$ cat src/rtl/wb_arbiter.sv
// Write-back arbiter for the register-file write port: the ALU has priority,
// multi-cycle results queue in a FIFO and a starvation counter forces them out.
module wb_arbiter #(
  parameter int DEPTH        = 4,
  parameter int STARVE_LIMIT = 8
) (
  input  logic                     clk,
  input  logic                     reset,
  input  logic                     alu_valid,
  input  logic [4:0]               alu_rd,
  input  logic [31:0]              alu_data,
  input  logic                     mdu_valid,
  input  logic [4:0]               mdu_rd,
  input  logic [31:0]              mdu_data,
  output logic                     mdu_ready,
  output logic                     alu_stall,
  output logic [4:0]               rd,
  output logic [31:0]              writedata,
  output logic                     regwrite,
  output logic [$clog2(DEPTH):0]   fifo_count
);

  localparam int AW = $clog2(DEPTH);
  localparam int CW = AW + 1;
  localparam int SW = $clog2(STARVE_LIMIT + 1);

  localparam logic [CW-1:0] FULL_COUNT  = CW'(DEPTH);
  localparam logic [SW-1:0] STARVE_LAST = SW'(STARVE_LIMIT - 1);

  typedef struct packed {
    logic [4:0]  rd;
    logic [31:0] data;
  } wb_entry_t;

  wb_entry_t       mem_q [DEPTH];
  wb_entry_t       head;

  logic [AW-1:0]   wr_ptr_q, wr_ptr_d;
  logic [AW-1:0]   rd_ptr_q, rd_ptr_d;
  logic [CW-1:0]   count_q, count_d;
  logic [SW-1:0]   starve_q, starve_d;
  logic            stall_q, stall_d;
  logic [4:0]      rd_q, rd_d;
  logic [31:0]     wdata_q, wdata_d;
  logic            regwrite_q, regwrite_d;

  logic            alu_req;
  logic            grant_alu;
  logic            fifo_empty;
  logic            push;
  logic            pop;

  // Push is refused when full even if a pop frees a slot on the same edge,
  // which keeps mdu_ready a pure function of registered state.
  assign mdu_ready  = (count_q != FULL_COUNT);
  assign fifo_empty = (count_q == '0);
  assign alu_req    = alu_valid && (alu_rd != '0);
  assign grant_alu  = alu_req && !stall_q;
  assign pop        = !grant_alu && !fifo_empty;
  assign push       = mdu_valid && mdu_ready && (mdu_rd != '0);
  assign head       = mem_q[rd_ptr_q];

  always_comb begin
    // NOTE: every signal gets a default first so no path leaves it unassigned,
    // which would otherwise infer a latch.
    wr_ptr_d   = wr_ptr_q;
    rd_ptr_d   = rd_ptr_q;
    count_d    = count_q;
    starve_d   = '0;
    stall_d    = 1'b0;
    rd_d       = rd_q;
    wdata_d    = wdata_q;
    regwrite_d = 1'b0;

    if (push) wr_ptr_d = wr_ptr_q + 1'b1;
    if (pop)  rd_ptr_d = rd_ptr_q + 1'b1;

    unique case ({push, pop})
      2'b10:   count_d = count_q + 1'b1;
      2'b01:   count_d = count_q - 1'b1;
      default: count_d = count_q;
    endcase

    if (grant_alu) begin
      rd_d       = alu_rd;
      wdata_d    = alu_data;
      regwrite_d = 1'b1;
    end else if (pop) begin
      rd_d       = head.rd;
      wdata_d    = head.data;
      regwrite_d = 1'b1;
    end

    // Counter only runs while a queued entry is being passed over by the ALU.
    if (grant_alu && !fifo_empty) begin
      if (starve_q == STARVE_LAST) begin
        stall_d = 1'b1;
      end else begin
        starve_d = starve_q + 1'b1;
      end
    end
  end

  always_ff @(posedge clk) begin
    // NOTE: sequential state uses non-blocking assignments so every register
    // samples the pre-edge values regardless of statement order.
    if (reset) begin
      wr_ptr_q   <= '0;
      rd_ptr_q   <= '0;
      count_q    <= '0;
      starve_q   <= '0;
      stall_q    <= 1'b0;
      rd_q       <= '0;
      wdata_q    <= '0;
      regwrite_q <= 1'b0;
    end else begin
      wr_ptr_q   <= wr_ptr_d;
      rd_ptr_q   <= rd_ptr_d;
      count_q    <= count_d;
      starve_q   <= starve_d;
      stall_q    <= stall_d;
      rd_q       <= rd_d;
      wdata_q    <= wdata_d;
      regwrite_q <= regwrite_d;
    end
  end

  // NOTE: storage is deliberately not reset; only slots between the pointers
  // are ever read, and resetting the pointers empties the queue.
  always_ff @(posedge clk) begin
    if (push) mem_q[wr_ptr_q] <= '{rd: mdu_rd, data: mdu_data};
  end

  assign alu_stall  = stall_q;
  assign rd         = rd_q;
  assign writedata  = wdata_q;
  assign regwrite   = regwrite_q;
  assign fifo_count = count_q;

endmodule

$ cat config.mk
export PLATFORM = sky130hd
export DESIGN_NAME = wb_arbiter
export DESIGN_NICKNAME = d
export VERILOG_FILES = /design/src/rtl/wb_arbiter.sv
export SDC_FILE = /design/constraint.sdc
export NUM_CORES = 1
export LEC_CHECK = 0
export CORE_ASPECT_RATIO = 0.5
export CORE_MARGIN = 3
export CORE_UTILIZATION = 45
export CTS_BUF_LIST = sky130_fd_sc_hd__clkbuf_4
export DETAILED_ROUTE_END_ITERATION = 7
export MAX_ROUTING_LAYER = met4
export PLACE_DENSITY = 0.73
export SYNTH_ARGS = -nofsm -noshare
export SYNTH_HDL_FRONTEND = slang
export SYNTH_SLANG_ARGS = --single-unit
$ cat constraint.sdc
create_clock -name clk -period 7.3 [get_ports clk]
set_input_delay 1.46 -clock clk [delete_from_list [all_inputs] [get_ports clk]]
set_output_delay 1.46 -clock clk [all_outputs]
set_load 0.01 [all_outputs]
==> reports/results.ini <==
[outcome]
run_status = finished clean

[global_route]
grt_max_degree = 49
grt_pass1_vias = 4519
antenna_found_initial = 0
grt_pass1_wl_um = 24500
overflow = 0
grt_use_total = 0.1758

[logic_synthesis]
async_flop_share = 0
syn-instance-count = 474
synth-main-ff-cell = edfxtp_1
synth_area_um2 = 7587
avgSynthCellArea_um2 = 16.01
yosysUniqueCellTypes = 32
synth_area_leaders = edfxtp_1 (59%), dfxtp_1 (14%), mux4_2 (11%)
synth_area_leader_cell = edfxtp_1
ys_warn_count = 0
synth_seq_cells = 200
syn_nets = 559
synth_edf_count = 148
seq_area_frac_synth = 0.7230
yosys.area.top_type_share = 0.5858

[clock_tree]
htree_levels = 4
clock_latency_ps = 550
cts.sinks = 200
path_clk_slew_ps = 160
cts_hold_buf = 0
cts_root_buffer = clkbuf_4
cts_tree = built
cts-buffers-inserted = 17
clock_path_buffers = 2
cts_resized = 0
cts_setup_buffers = 0

[sta]
rsz0062_at_grt = no
worstMarginPinSlew_ps = 1127
fin_hold_ws_ps = 474.1
maxClockFrequency_ghz = 0.2480
fin_crit_sh = 0.5524
period_needed_ps = 4033
hold_violations = 0
drv_slew = 0
setup_viol = 0
tns_ps = 0
finalClockSkew_ps = 26.90
relSlewSlack = 0.2457

[critical_path]
path_class = primary input to register
startpoint = alu_rd[3]
required_ps = 7780
end_kind = register
r2r_start = alu_stall
ff2ff_setup_slack_ps = 4550
cp.arrival_ps = 4510
path_max_fanout = 41
startpoint_type = primary input

[floorplanning]
dieWidth_um = 189.6
die_area_um2 = 18550
initial_utilization = 0.4761
dieHeight_um = 97.82
pin_count = 121
rows = 32
coreArea_um2 = 15940

[final_layout]
num_antenna_cells = 0
drive_gt1_frac = 0.1386
final_common_cell = edfxtp_1
fill_cells = 1239
fin_nets = 671
final_cell_mix = edfxtp_1 (148), clkdlybuf4s50_1 (119), dfxtp_1 (50)
syn_to_final_growth_pct = 21.95
instances_no_fill = 820
fin_util = 0.5806

[power]
leakage_nw = 3.013
powerDensity_nw_per_um2 = 297.3
finalPower_w = 0.002751
ir_worst_vdd_uv = 134.7

[routing]
ant_nets = 0
drt_wl_total_um = 15400
drc_errors = 0
dr.pass1.iters = 7
vias = 4332
wl_per_cell_um = 18.78
drtIter0Drc = 309
viasPerCell = 5.283

[placed_design]
dpl.hpwl_um = 9255
finalWeightedCongestion = 0.7594
dp_cells = 788
port_buffers = 120

[job]
max_cap_viol_count = 0

[min_path]
min_path_type = register to register
hp-start = rd_ptr_q[1]

cell usage after synthesis, drive strengths merged (2+ instances only):
cell,count
dfxtp,52
ha,6
clkbuf,20
xor2,4
inv,8
a22oi,2
buf,9
edfxtp,148
mux2,2
a211oi,35
and2,4
or3,2
a21oi,42
nor2,46
o21ai,3
or4,3
mux4,37
nand3,3
nand2,37
metal layers:
| metal | share of wire | up-vias | GRT usage |
|---|---|---|---|
| met4 | 0.022 | 0 | 0.06470 |
| met2 | 0.49 | 91 | 0.2860 |
| met5 | 0 | - | - |
| li1 | - | 2048 | - |
| met3 | 0.041 | 24 | 0.03479 |
| met1 | 0.45 | 2169 | 0.2219 |
report_power, final:
part,switching [W],leakage (nW),internal (W)
Combinational,0.000397,1.08,0.000345
Clock,0.000380,0.144,0.000182
Sequential,0.0000804,1.79,0.00137
Total,0.000857,3.01,0.00189
layout make-up:
type	instances	area, um2	share of cell area
Timing Repair Buffer	122	1211	0.1309
Clock buffer	18	135.1	0.01460
Sequential cell	200	5488	0.5931
Inverter	8	30.03	0.003245
Clock inverter	14	138.9	0.01501
Tap cell	221	276.5	0.02989
Multi-Input combinational cell	237	1973	0.2133
worst paths after layout:
path                                 endpoint  cells after the start
worst max register to register  fifo_count[2]                      9
worst min-delay path                 register                      2
worst max-delay path            fifo_count[2]                     10
worst min register to register       register                      2
registers in the layout (all words and copies together) (netlist names), named ones only:
register	cells
mem_q	148
writedata	32
rd	5
fifo_count	3
rd_ptr_q	2
starve_q	4
alu_stall	1
wr_ptr_q	2
regwrite	1
cell families (layout without fill, tap and decap cells):
group	Yosys count	after routing	synth area share
adders and majority gates	7	7	0.01253
and+or+nand+nor	101	101	0.05623
DFF	200	200	0.7230
muxes	39	39	0.1128
buffers and inverters	37	162	0.02012
xor gates and xnor gates	5	5	0.005772
AOI/OAI and AO/OA	85	85	0.06959
through the flow:
stage | setup WS, ps | area (um2)
2_1_floorplan | 3584 | 7587
3_3_place_gp | 2844 | 8979
3_5_place_dp | 2714 | 8979
4_1_cts | 3335 | 9253
5_1_grt | 3131 | 9253
6_report | 3267 | 9253
worst max-delay path: stages:
cell             delay (ps)
clkdlybuf4s50_1         430
or4_1                   600
o21a_2                  540
nor2_1                  210
ha_1                    210
inv_1                    60
fa_1                    370
xor2_1                  160
or3_1                   310
a21oi_1                 150
No activity file was read; power rests on OpenSTA's default activity.
